`src/rtl/serial_frame_pkg.sv`:
```
// Shared types and sizing helpers for the serial frame receiver.
package serial_frame_pkg;

  typedef enum logic [2:0] {
    IDLE   = 3'd0,
    DATA   = 3'd1,
    PARITY = 3'd2,
    STOP   = 3'd3,
    RESYNC = 3'd4
  } state_t;

  localparam int DEF_DATA_W = 8;

  function automatic int cnt_width(input int data_w);
    return $clog2(data_w + 1);
  endfunction

  // Start-bit sample to dout_valid, in clocks.
  function automatic int frame_len(input int data_w, input int parity_en);
    return 2 + data_w + parity_en;
  endfunction

endpackage

```
`src/rtl/serial_frame_obuf.sv`:
```
// Single-entry output holding register; a write lands 1 clock later.
// A write is dropped and overrun pulses if the entry is full and not being accepted.
module serial_frame_obuf #(
  parameter int W = 8
) (
  input  logic         clk,
  input  logic         rst,
  input  logic         wr_en,
  input  logic [W-1:0] wr_data,
  output logic [W-1:0] dout,
  output logic         dout_valid,
  input  logic         dout_ready,
  output logic         overrun
);

  always_ff @(posedge clk) begin
    if (!rst) begin
      dout       <= '0;
      dout_valid <= 1'b0;
      overrun    <= 1'b0;
    end else begin
      overrun <= 1'b0;
      if (wr_en) begin
        if (!dout_valid || dout_ready) begin
          dout       <= wr_data;
          dout_valid <= 1'b1;
        end else begin
          overrun <= 1'b1;
        end
      end else if (dout_valid && dout_ready) begin
        dout_valid <= 1'b0;
      end
    end
  end

endmodule

```
`src/rtl/serial_frame_rx.sv`:
```
// Deserialises start/data(LSB first)/parity/stop frames into words, 2+DATA_W+PARITY_EN clocks
// from start bit to dout_valid; words arriving while the holding register is stalled are dropped.
module serial_frame_rx
  import serial_frame_pkg::*;
#(
  parameter int DATA_W     = DEF_DATA_W,
  parameter bit PARITY_EN  = 1'b1,
  parameter bit PARITY_ODD = 1'b0
) (
  input  logic              clk,
  input  logic              rst,
  input  logic              din,
  output logic [DATA_W-1:0] dout,
  output logic              dout_valid,
  input  logic              dout_ready,
  output logic              parity_err,
  output logic              framing_err,
  output logic              overrun,
  output logic              busy
);

  localparam int CNT_W = cnt_width(DATA_W);

  state_t            state, state_nx;
  logic [DATA_W-1:0] shreg;
  logic [CNT_W-1:0]  cnt;
  logic              acc;
  logic              bad;
  logic              wr_en;
  logic              perr_nx;
  logic              ferr_nx;

  always_comb begin
    state_nx = state;
    wr_en    = 1'b0;
    perr_nx  = 1'b0;
    ferr_nx  = 1'b0;
    case (state)
      IDLE:   if (!din) state_nx = DATA;
      DATA:   if (cnt == CNT_W'(DATA_W - 1)) state_nx = PARITY_EN ? PARITY : STOP;
      PARITY: state_nx = STOP;
      STOP: begin
        if (din) begin
          state_nx = IDLE;
          if (bad) perr_nx = 1'b1;
          else     wr_en   = 1'b1;
        end else begin
          // A low stop bit reports only the framing error, never parity.
          state_nx = RESYNC;
          ferr_nx  = 1'b1;
        end
      end
      RESYNC: if (din) state_nx = IDLE;
      default: state_nx = IDLE;
    endcase
  end

  always_ff @(posedge clk) begin
    if (!rst) begin
      state       <= IDLE;
      shreg       <= '0;
      cnt         <= '0;
      acc         <= 1'b0;
      bad         <= 1'b0;
      parity_err  <= 1'b0;
      framing_err <= 1'b0;
    end else begin
      state       <= state_nx;
      parity_err  <= perr_nx;
      framing_err <= ferr_nx;
      case (state)
        IDLE: if (!din) begin
          cnt <= '0;
          acc <= PARITY_ODD;
          bad <= 1'b0;
        end
        DATA: begin
          // Shift in from the top so the first bit ends up in bit 0.
          shreg <= (shreg >> 1) | (DATA_W'(din) << (DATA_W - 1));
          cnt   <= cnt + 1'b1;
          acc   <= acc ^ din;
        end
        PARITY: if (din != acc) bad <= 1'b1;
        default: ;
      endcase
    end
  end

  assign busy = (state != IDLE);

  serial_frame_obuf #(.W(DATA_W)) u_obuf (
    .clk        (clk),
    .rst        (rst),
    .wr_en      (wr_en),
    .wr_data    (shreg),
    .dout       (dout),
    .dout_valid (dout_valid),
    .dout_ready (dout_ready),
    .overrun    (overrun)
  );

endmodule

```
`config.mk`:
```
export PLATFORM = sky130hd
export DESIGN_NAME = serial_frame_rx
export DESIGN_NICKNAME = d
export VERILOG_FILES = /design/src/rtl/serial_frame_pkg.sv /design/src/rtl/serial_frame_obuf.sv /design/src/rtl/serial_frame_rx.sv
export SDC_FILE = /design/constraint.sdc
export NUM_CORES = 1
export LEC_CHECK = 0
export CAP_MARGIN = 15
export CORE_ASPECT_RATIO = 1.1
export CORE_UTILIZATION = 52
export DETAILED_ROUTE_END_ITERATION = 16
export GPL_TIMING_DRIVEN = 0
export HOLD_SLACK_MARGIN = 0.1
export PLACE_DENSITY = 0.81
export SYNTH_ARGS = -nofsm -noshare
export SYNTH_HDL_FRONTEND = slang
export SYNTH_HIERARCHICAL = 1
export SYNTH_SLANG_ARGS = --single-unit
```
`constraint.sdc`:
```
create_clock -name clk -period 2.2 [get_ports clk]
set_clock_uncertainty 0.2 [all_clocks]
set_input_delay 0.33 -clock clk [delete_from_list [all_inputs] [get_ports clk]]
set_output_delay 0.33 -clock clk [all_outputs]
set_load 0.03 [all_outputs]
```
==> impl_results.md <==
- Seq cells post-synth: 29
- CTS Buf Count: 5
- Status: complete, no violations
- Most area-consuming cells after synthesis: dfxtp_1 (48%), mux2i_1 (14%), nand2_1 (6.5%)
- RSZ-0062 raised after global routing: false
- CORE AREA: 2110 µm²
- Top FF cell, synth: dfxtp_1
- Drt drc: 0
- Iter 0 DRT Violations: 12
- Starting density of the core: 0.575
- Combinational fraction of design power: 0.166
- Die footprint: 2530 µm²
- Net Count, Synth: 134
- Startpoint type of the worst setup path: register
- Largest family of logic cells by synthesized area: simple AND/OR/NAND/NOR gates
- PwrDens: 714 nW/µm²
- # fillers: roughly 170
- Setup CP Type: reg2out
- Min-Delay Path Class: reg2reg
- Final Cell Area: 1460 µm²
- Mux cell area share after synthesis: 0.140
- Ys async rst share: 0
- Area of the mapped netlist: between 1000 and 1500 µm²
- Post-CTS sizing: 1
- Total number of H-tree levels: 2
- Post-Synth Simple-Gate Area: 0.219
- Grt ovf: 0
- Place WS: -0.0528 ns
- Number of port buffers: 16
- Worst-path clk slew: 0.09 ns
- Min Tclk post-route: 2.04 ns
- Ant diodes: 0
- Syn_area_per_cell: 9.39 µm²
- Crit path cell chain: buf_6 > or3_1 > dlygate4sd2_1
- Synth Area in Compound Gates: 0.0878
- Peak supply drop: 0.000586 V
- Synth warn: 6
- Power share of the clock group: 0.304
- Hold Slack: roughly 0.26 ns
- Int Pwr: 0.767 mW
- Post-synth top cells: dfxtp_1 (29), nand2_1 (21), mux2i_1 (17), nor2_1 (10)
- Vias per cell: 5.37
- Clock Sinks: 29
- Final worst slack: between 0.15 and 0.2 ns
- Adder-cell share of the synthesized area: 0.0103
- Sequential share of the synthesized area: 0.479
- Largest net degree at the start of global routing: 11
- Max frequency: 0.490 GHz
- Total Routing Usage GR: 0.212
- Setup crit end kind: output port
- Synth Area in XOR/XNOR: 0.00723
- CTS tree: built
- Slew of the pin with the lowest slew margin: 0.405 ns
- Nets: 157
- Share of cells above drive strength 1: 0.112
- # Max-Cap Violations: 0
- DR pass1 iterations: 6
- CTS Buffer Depth: 2
- Critical Path Max Stage Delay: 0.38 ns
- Worst-path maximum fanout: 9
- Placed Instance Area: 1410 µm²
- CP max-delay cell: or3_1
- Leak Pwr: 0.522 nW
- Final hold violations: 0
- Layout area overhead: 20.7%
- Distinct cells, synth: 34
- Number of global-route vias before repair: between 800 and 900
- Mapped Cells: ~130
- Final HPWL DP: ~1.6 mm
- Final ANT Viol Nets: 0
- Final TNS setup: 0 ns
- Final Wtd Congestion: 0.830
- Sequential Power Share: 0.531
- # setup viols final: 0
- Slew HR: 0.730
- Switching Share: 0.265
- Die H: approximately 53 µm
- Post-synth EDFFs: 0
- Root Driver: clkbuf_4
- Width of the chip: 48.0 µm
- Wirelength per Cell: 12.4 µm
- First-pass GRT wire length: 3.61 mm
- Initial antenna violation count: 0
- Skew-Pair Late Insertion Delay: 0.32 ns
- Most frequent cell after synthesis: dfxtp_1
- Final period utilization: 0.928
- Cts-stage hold buffer count: 0
- Via count: 966
- Switching pwr: around 0.28 mW
- Drt total wl: 2.23 mm
- Cell row count: 17
- Critical Path AT: 1.51 ns
- Synth area leader: dfxtp_1
- Boundary Pins: 17
- Slew Limit Fails: 0
- CP Data Required Time: 1.67 ns
- Setup bufs post-CTS: 0
- Top cell type's share of synthesized area: 0.479
## power groups by stage
stage | logic, mW | registers [mW] | clock network, mW
after global routing | 0.189 | 0.557 | 0.357
after floorplan | 0.131 | 0.565 | 0
after detailed placement | 0.175 | 0.566 | 0
after CTS | 0.172 | 0.554 | 0.327
after global placement | 0.170 | 0.565 | 0
final | 0.173 | 0.554 | 0.317
## layout by cell type, fill, tap and decap left out
master	n
buf_2	3
or3b_1	1
ha_1	1
or3_1	1
mux2i_1	17
nand3_1	2
nor4_1	1
o21a_1	3
a211oi_1	1
o32ai_1	1
clkdlybuf4s50_1	15
nor3b_1	1
nor3_1	3
dlygate4sd2_1	1
buf_6	2
nand2b_1	1
nor2b_2	1
clkbuf_1	2
o21ai_0	5
a31oi_1	2
clkbuf_4	5
dfxtp_1	29
and3_2	1
nor2b_4	1
o21ai_1	1
or2_0	1
inv_1	2
clkbuf_8	1
nor2b_1	2
or4b_1	1
nand2_1	21
nor4b_1	1
clkbuf_2	1
and2_1	1
a21oi_1	5
xnor2_1	1
nand3b_1	2
nor2_1	10
buf_4	2
## sequential cells by signal, indices dropped and copies added, names as in the netlist
register	count
u_obuf/overrun	1
state	3
bad	1
u_obuf/dout	8
u_obuf/dout_valid	1
cnt	4
acc	1
parity_err	1
framing_err	1
shreg	8
## cell families (layout without fill, tap and decap cells)
group                    count (synthesis)  count (layout)
XOR/XNOR                                 1               1
multiplexers                            17              17
flip-flops                              29              29
AND/OR/NAND/NOR                         52              52
adder cells (fa/ha/maj)                  1               1
AO/OA/AOI/OAI                           18              18
buffers and inverters                   11              34
## final timing paths
kind                            cells after the start  slack (ns)                     endpoint                   startpoint
worst min register to register                      2        0.26  u_obuf/dout[7]$_SDFFE_PN0P_  u_obuf/dout[7]$_SDFFE_PN0P_
worst max-delay path                                3        0.16                         busy        state[1]$_SDFFE_PN0P_
worst max register to register                      6        0.25  u_obuf/dout[6]$_SDFFE_PN0P_        state[0]$_SDFFE_PN0P_
worst min-delay path                                2        0.26  u_obuf/dout[7]$_SDFFE_PN0P_  u_obuf/dout[7]$_SDFFE_PN0P_
## metal layers
layer / share of wire / wire length [µm] / GRT usage / vias to the layer above
met1: 0.44 / 988 / 0.233 / 443
met3: 0.039 / 88 / 0.0931 / 7
li1: - / - / - / 488
met4: 0.018 / 41 / 0.120 / 0
met5: 0 / 0 / 0 / -
met2: 0.50 / 1120 / 0.329 / 28
## worst max-delay path, delay by kind of cell, from the launching register on
| family | cells | cell delay (ns) |
|---|---|---|
| buffers and inverters | 2 | 0.50 |
| and+or+nand+nor | 1 | 0.38 |
| DFF | 1 | 0.32 |
## cell type report
class | count | area, µm² | share of cell area
Buffer | 9 | 61.3 | 0.0420
Clock buffer | 7 | 55.1 | 0.0377
Inverter | 2 | 7.51 | 0.00514
Tap cell | 28 | 35.0 | 0.0240
Timing Repair Buffer | 16 | 159 | 0.109
Multi-Input combinational cell | 89 | 563 | 0.385
Sequential cell | 29 | 581 | 0.397
## through the flow
step / std cells / utilization / total power [mW]
2_1_floorplan: 129 / - / 0.696
3_3_place_gp: 173 / 0.668 / 0.734
3_5_place_dp: 173 / 0.668 / 0.741
4_1_cts: 180 / 0.693 / 1.05
5_1_grt: 180 / 0.694 / 1.10
6_report: 180 / 0.694 / 1.04
Power figures use the tool's default switching activity.
